**config.mk**
```make
export PLATFORM = sky130hd
export DESIGN_NAME = ysyx_22050019_ifu
export DESIGN_NICKNAME = d
export VERILOG_FILES = /design/src/rtl/ysyx_22050019_ifu.sv
export SDC_FILE = /design/constraint.sdc
export NUM_CORES = 1
export LEC_CHECK = 0
export CAP_MARGIN = 20
export CORE_UTILIZATION = 45
export CTS_BUF_LIST = sky130_fd_sc_hd__clkbuf_4 sky130_fd_sc_hd__clkbuf_8 sky130_fd_sc_hd__clkbuf_16
export DETAILED_ROUTE_END_ITERATION = 7
export PLACE_DENSITY = 0.82
export SETUP_SLACK_MARGIN = 0.02
export SLEW_MARGIN = 25
export SYNTH_ARGS = -nofsm -noshare
export SYNTH_HDL_FRONTEND = slang
export SYNTH_SLANG_ARGS = --single-unit
```
**constraint.sdc**
```tcl
create_clock -name clk -period 2.6 [get_ports clk]
set_input_delay 0.52 -clock clk [delete_from_list [all_inputs] [get_ports clk]]
set_output_delay 0.52 -clock clk [all_outputs]
set_load 0.05 [all_outputs]
```
**src/rtl/ysyx_22050019_ifu.sv**
```systemverilog
// Instruction fetch unit: owns the PC, fetches one word at a time from
// instruction memory and hands {pc, inst} to decode over valid/ready.
// At most one fetch is outstanding at any time. A flush retargets the PC
// from any state. A response for a request that has been overtaken by a
// flush is swallowed in DROP.
module ysyx_22050019_ifu #(
  parameter logic [63:0] RESET_PC = 64'h0000_0000_8000_0000
) (
  input  logic        clk,
  input  logic        rst_n,
  // instruction memory request / response
  output logic        imem_req_valid,
  input  logic        imem_req_ready,
  output logic [63:0] imem_req_addr,
  input  logic        imem_rsp_valid,
  input  logic [31:0] imem_rsp_data,
  // decode handshake
  output logic        if_valid,
  input  logic        if_ready,
  output logic [63:0] if_pc,
  output logic [31:0] if_inst,
  // next-PC sources
  input  logic        redirect_valid,
  input  logic [63:0] redirect_pc,
  input  logic        flush_valid,
  input  logic [63:0] flush_pc
);

  localparam logic [2:0] S_IDLE = 3'd0;
  localparam logic [2:0] S_REQ  = 3'd1;
  localparam logic [2:0] S_WAIT = 3'd2;
  localparam logic [2:0] S_OUT  = 3'd3;
  localparam logic [2:0] S_DROP = 3'd4;

  // No compressed instructions: every PC is word aligned.
  function automatic logic [63:0] f_align(input logic [63:0] addr);
    f_align = {addr[63:2], 2'b00};
  endfunction

  logic [2:0]  r_state;
  logic [63:0] r_pc;
  logic [63:0] r_if_pc;
  logic [31:0] r_if_inst;
  logic        r_if_valid;
  logic        r_req_valid;

  logic [2:0]  w_state_nxt;
  logic [63:0] w_pc_nxt;
  logic        w_latch;
  logic [63:0] w_flush_pc;
  logic [63:0] w_redirect_pc;
  logic [63:0] w_seq_pc;

  assign w_flush_pc    = f_align(flush_pc);
  assign w_redirect_pc = f_align(redirect_pc);
  assign w_seq_pc      = r_pc + 64'd4;

  // Next state / next PC; flush outranks redirect and normal progress.
  always_comb begin
    w_state_nxt = r_state;
    w_pc_nxt    = r_pc;
    w_latch     = 1'b0;
    case (r_state)
      S_IDLE: begin
        w_state_nxt = S_REQ;
        if (flush_valid) begin
          w_pc_nxt = w_flush_pc;
        end else begin
          w_pc_nxt = r_pc;
        end
      end
      S_REQ: begin
        if (flush_valid) begin
          // an accepted request still carries the old pc, so its reply must be dropped
          w_pc_nxt    = w_flush_pc;
          w_state_nxt = imem_req_ready ? S_DROP : S_REQ;
        end else if (imem_req_ready) begin
          w_state_nxt = S_WAIT;
        end else begin
          w_state_nxt = S_REQ;
        end
      end
      S_WAIT: begin
        if (flush_valid) begin
          w_pc_nxt    = w_flush_pc;
          w_state_nxt = imem_rsp_valid ? S_REQ : S_DROP;
        end else if (imem_rsp_valid) begin
          w_latch     = 1'b1;
          w_state_nxt = S_OUT;
        end else begin
          w_state_nxt = S_WAIT;
        end
      end
      S_OUT: begin
        if (flush_valid) begin
          // a coincident handshake still delivers, but its redirect is discarded
          w_pc_nxt    = w_flush_pc;
          w_state_nxt = S_REQ;
        end else if (if_ready) begin
          w_pc_nxt    = redirect_valid ? w_redirect_pc : w_seq_pc;
          w_state_nxt = S_REQ;
        end else begin
          w_state_nxt = S_OUT;
        end
      end
      S_DROP: begin
        if (flush_valid) begin
          w_pc_nxt = w_flush_pc;
        end else begin
          w_pc_nxt = r_pc;
        end
        if (imem_rsp_valid) begin
          w_state_nxt = S_REQ;
        end else begin
          w_state_nxt = S_DROP;
        end
      end
      default: begin
        w_state_nxt = S_IDLE;
        w_pc_nxt    = RESET_PC;
      end
    endcase
  end

  // State, PC and registered handshake flags.
  always_ff @(posedge clk or negedge rst_n) begin
    if (!rst_n) begin
      r_state     <= S_IDLE;
      r_pc        <= RESET_PC;
      r_if_valid  <= 1'b0;
      r_req_valid <= 1'b0;
    end else begin
      r_state     <= w_state_nxt;
      r_pc        <= w_pc_nxt;
      r_if_valid  <= (w_state_nxt == S_OUT);
      r_req_valid <= (w_state_nxt == S_REQ);
    end
  end

  // Capture the fetched word and its PC; held stable while decode stalls.
  always_ff @(posedge clk or negedge rst_n) begin
    if (!rst_n) begin
      r_if_pc   <= RESET_PC;
      r_if_inst <= 32'd0;
    end else if (w_latch) begin
      r_if_pc   <= r_pc;
      r_if_inst <= imem_rsp_data;
    end else begin
      r_if_pc   <= r_if_pc;
      r_if_inst <= r_if_inst;
    end
  end

  assign imem_req_valid = r_req_valid;
  assign imem_req_addr  = f_align(r_pc);
  assign if_valid       = r_if_valid;
  assign if_pc          = r_if_pc;
  assign if_inst        = r_if_inst;

endmodule

```
==> flow_results.xml <==
<?xml version="1.0" encoding="UTF-8"?>
<metrics>
  <group name="sta">
    <metric name="grt_setup_unrepaired" unit="">no</metric>
    <metric name="fin_tns_setup" unit="ns">0</metric>
    <metric name="hold_viol" unit="">0</metric>
    <metric name="setup_ws" unit="ns">0.114</metric>
    <metric name="post-route-min-period" unit="ns">2.49</metric>
    <metric name="worstMarginPinSlew" unit="ns">0.651</metric>
    <metric name="maxClockFrequency" unit="MHz">402</metric>
    <metric name="clock-skew-final" unit="ns">0.00809</metric>
    <metric name="maxSlewHeadroom" unit="">0.566</metric>
    <metric name="finalCritPeriodShare" unit="">0.956</metric>
    <metric name="timing.final.max_slew_violations" unit="">0</metric>
    <metric name="setup-violations-final" unit="">0</metric>
  </group>
  <group name="route">
    <metric name="top_layer_used" unit="">met4</metric>
    <metric name="detail_route.iter0.violations" unit="">858</metric>
    <metric name="route.met3.wl" unit="µm">2890</metric>
    <metric name="met2RoutedLength" unit="µm">14200</metric>
    <metric name="wl_per_cell" unit="µm">20.9</metric>
    <metric name="route.layer.met1.wl" unit="µm">12300</metric>
    <metric name="dr.pass1.iters" unit="">6</metric>
    <metric name="num_vias" unit="">8676</metric>
    <metric name="postRouteWirelength" unit="µm">30300</metric>
    <metric name="viasPerCell" unit="">5.98</metric>
    <metric name="remaining_routing_drc_violations" unit="">0</metric>
    <metric name="drtAntennaViolNets" unit="">0</metric>
  </group>
  <group name="hold_path">
    <metric name="hold_path_class" unit="">reg2reg</metric>
  </group>
  <group name="synth">
    <metric name="synthFlopType" unit="">sky130_fd_sc_hd__dfrtp_1</metric>
    <metric name="synth.most_common_cell" unit="">sky130_fd_sc_hd__dfrtp_1</metric>
    <metric name="synth_top_cells_by_count" unit="">sky130_fd_sc_hd__dfrtp_1, sky130_fd_sc_hd__mux2_2, sky130_fd_sc_hd__o21ai_0</metric>
    <metric name="synth_sequential_area_ratio" unit="">0.474</metric>
    <metric name="synth.distinct_cells" unit="">64</metric>
    <metric name="ys_top_cells_by_area" unit="">sky130_fd_sc_hd__dfrtp_1, sky130_fd_sc_hd__mux2_2, sky130_fd_sc_hd__o21ai_0</metric>
    <metric name="synth_largest_area_cell" unit="">sky130_fd_sc_hd__dfrtp_1</metric>
    <metric name="avgSynthCellArea" unit="µm²">10.1</metric>
    <metric name="synth_warnings" unit="">0</metric>
    <metric name="synth_cells" unit="">839</metric>
    <metric name="yosysTopAreaCellShare" unit="">0.468</metric>
    <metric name="synth-async-reset-ratio" unit="">1.00</metric>
    <metric name="synth_edf_count" unit="">0</metric>
    <metric name="synth.ff_latch_count" unit="">161</metric>
    <metric name="post_synthesis_instance_area" unit="µm²">8510</metric>
  </group>
  <group name="global_route">
    <metric name="grt_start_max_net_pins" unit="">57</metric>
    <metric name="grt_util_all_layers" unit="">0.315</metric>
    <metric name="grt.overflow.total" unit="">0</metric>
    <metric name="first_global_vias" unit="">8499</metric>
    <metric name="grt_first_pass_wirelength" unit="µm">46900</metric>
    <metric name="grt_antenna_before_repair" unit="">0</metric>
  </group>
  <group name="final_layout">
    <metric name="antenna_cells" unit="">0</metric>
    <metric name="areaGrowthSynthToFinish" unit="%">53.6</metric>
    <metric name="post-route-util" unit="">0.715</metric>
    <metric name="layout-drive-gt1-share" unit="">0.186</metric>
    <metric name="nets" unit="">1378</metric>
  </group>
  <group name="placed_design">
    <metric name="routabilityCongestion" unit="">0.970</metric>
    <metric name="dp_slack" unit="ns">0.0818</metric>
    <metric name="place.port_buffers" unit="">320</metric>
    <metric name="post-dp-hpwl" unit="µm">22600</metric>
  </group>
  <group name="die">
    <metric name="rows" unit="">49</metric>
    <metric name="core_region_area" unit="µm²">18300</metric>
    <metric name="floorplan.die_area" unit="µm²">19500</metric>
    <metric name="chipWidth" unit="µm">140</metric>
    <metric name="initial_utilization" unit="">0.466</metric>
    <metric name="die_y" unit="µm">140</metric>
    <metric name="io_pins" unit="">329</metric>
  </group>
  <group name="run_status">
    <metric name="outcome" unit="">completed</metric>
  </group>
  <group name="power_and_ir_drop">
    <metric name="power.density_cell_area" unit="nW/µm²">1120</metric>
    <metric name="total_leakage_power" unit="nW">5.53</metric>
    <metric name="post-layout-total-power" unit="mW">14.6</metric>
    <metric name="vdd_drop_max" unit="mV">0.778</metric>
  </group>
  <group name="setup_path">
    <metric name="endpoint_kind" unit="">primary output</metric>
    <metric name="start_kind" unit="">flop</metric>
    <metric name="data_required_time_at_the_worst_endpoint" unit="ns">2.08</metric>
    <metric name="cp_cell_sequence" unit="">buf_4, clkdlybuf4s50_1</metric>
    <metric name="critical-path-top-delay-family" unit="">buffers and inverters</metric>
    <metric name="cp_slowest_cell" unit="">sky130_fd_sc_hd__clkdlybuf4s50_1</metric>
    <metric name="worstPathMaxFanout" unit="">8</metric>
    <metric name="critical_path_class" unit="">reg2out</metric>
    <metric name="crit_path_max_incr_delay" unit="ns">0.86</metric>
    <metric name="critical_path_arrival" unit="ns">1.97</metric>
    <metric name="cp.buffers_inverters" unit="">2</metric>
  </group>
  <group name="clock_network">
    <metric name="cts_tree" unit="">yes</metric>
    <metric name="post_cts.resized_instances" unit="">0</metric>
    <metric name="cts_root_buf" unit="">sky130_fd_sc_hd__clkbuf_16</metric>
    <metric name="htree_levels" unit="">4</metric>
    <metric name="cts_made_buffers" unit="">17</metric>
    <metric name="cts-hold-fix-buffers" unit="">1</metric>
    <metric name="clk_buf_depth" unit="">2</metric>
    <metric name="clk_latency" unit="ns">0.42</metric>
    <metric name="cts_setup_buffers" unit="">0</metric>
    <metric name="cts.sink_count" unit="">161</metric>
    <metric name="cts.reportedPaths.clkPinSlew" unit="ns">0.07</metric>
  </group>
  <group name="job">
    <metric name="max_cap_violations" unit="">0</metric>
  </group>
</metrics>
layout by cell type (no fill, tap or decap), types with 9 or more instances in the layout:
cell / synthesis / final
sky130_fd_sc_hd__clkdlybuf4s50_1: 0 / 319
sky130_fd_sc_hd__dfrtp_1: 159 / 159
sky130_fd_sc_hd__mux2_2: 90 / 90
sky130_fd_sc_hd__buf_4: 8 / 82
sky130_fd_sc_hd__o21ai_0: 73 / 73
sky130_fd_sc_hd__nand2_1: 57 / 57
sky130_fd_sc_hd__nor2_1: 44 / 43
sky130_fd_sc_hd__a21oi_1: 42 / 42
sky130_fd_sc_hd__nand3_1: 39 / 39
sky130_fd_sc_hd__a22oi_1: 32 / 32
sky130_fd_sc_hd__nand4_1: 25 / 25
sky130_fd_sc_hd__nor3_1: 17 / 17
sky130_fd_sc_hd__clkbuf_16: 0 / 17
sky130_fd_sc_hd__o211ai_1: 15 / 15
sky130_fd_sc_hd__xor2_1: 12 / 12
sky130_fd_sc_hd__inv_1: 11 / 11
sky130_fd_sc_hd__and4_1: 11 / 11
sky130_fd_sc_hd__nor4_1: 11 / 11
sky130_fd_sc_hd__and2_1: 9 / 10
sky130_fd_sc_hd__xnor2_1: 10 / 10
sky130_fd_sc_hd__a21o_1: 9 / 9
sky130_fd_sc_hd__a222oi_1: 9 / 9
tightest hold or removal path, cell delays in order (launching register included):
cell and delay, ns:
sky130_fd_sc_hd__dfrtp_1 0.34, sky130_fd_sc_hd__nand2_1 0.05, sky130_fd_sc_hd__o21ai_0 0.06
through the flow:
step                      std cells  hold WS, ns  instance area (µm²)
final                          1451        0.481                13100
after global routing           1451        0.498                13100
after CTS                      1451        0.487                13100
after detailed placement       1419        0.453                12500
after global placement         1419        0.447                12500
after floorplan                 842        0.224                 8520
report_power, final:
group          internal, mW  switching, mW  leakage [nW]
Clock                  1.34           1.08         0.277
Combinational          2.97           5.13          3.18
Sequential             3.44          0.679          2.08
final timing paths:
path | from | endpoint | cells after the start | slack (ns)
min in group asynchronous | rst_n | if_pc[51] | 2 | 0.57
hold reg to reg | if_pc[49] | if_pc[49] | 2 | 0.48
hold / removal | if_pc[49] | if_pc[49] | 2 | 0.48
max in group asynchronous | rst_n | if_pc[31] | 3 | 1.35
setup / recovery | r_pc[31] | imem_req_addr[31] | 2 | 0.11
setup reg to reg | r_pc[2] | r_pc[40] | 7 | 0.17
cell families (layout without fill, tap and decap cells):
family,count (synthesis),after routing,share of synthesized area
AO/OA/AOI/OAI,232,232,0.179
flip-flops,161,161,0.474
AND/OR/NAND/NOR,255,255,0.162
buffers and inverters,73,453,0.0369
XOR/XNOR,22,22,0.0226
other,1,4,0.000441
adder cells (fa/ha/maj),1,1,0.00147
multiplexers,94,94,0.124
per-layer routing:
metal | vias to the layer above | GRT usage
li1 | 3901 | -
met1 | 4171 | 0.410
met2 | 536 | 0.506
met3 | 68 | 0.0760
met4 | 0 | 0.123
met5 | - | 0
sequential cells by signal, indices dropped and copies added (netlist names):
name and flops:
r_state 3, if_pc 62, imem_req_valid 1, if_inst 32
if_valid 1, r_pc 62
layout make-up:
cell class,instances,area [µm²]
Fill cell,1401,5200
Multi-Input combinational cell,608,4180
Sequential cell,161,4030
Timing Repair Buffer,410,3970
Clock buffer,18,433
Tap cell,229,287
Clock inverter,13,125
Inverter,12,45.0
(Power assumes the default switching activity.)
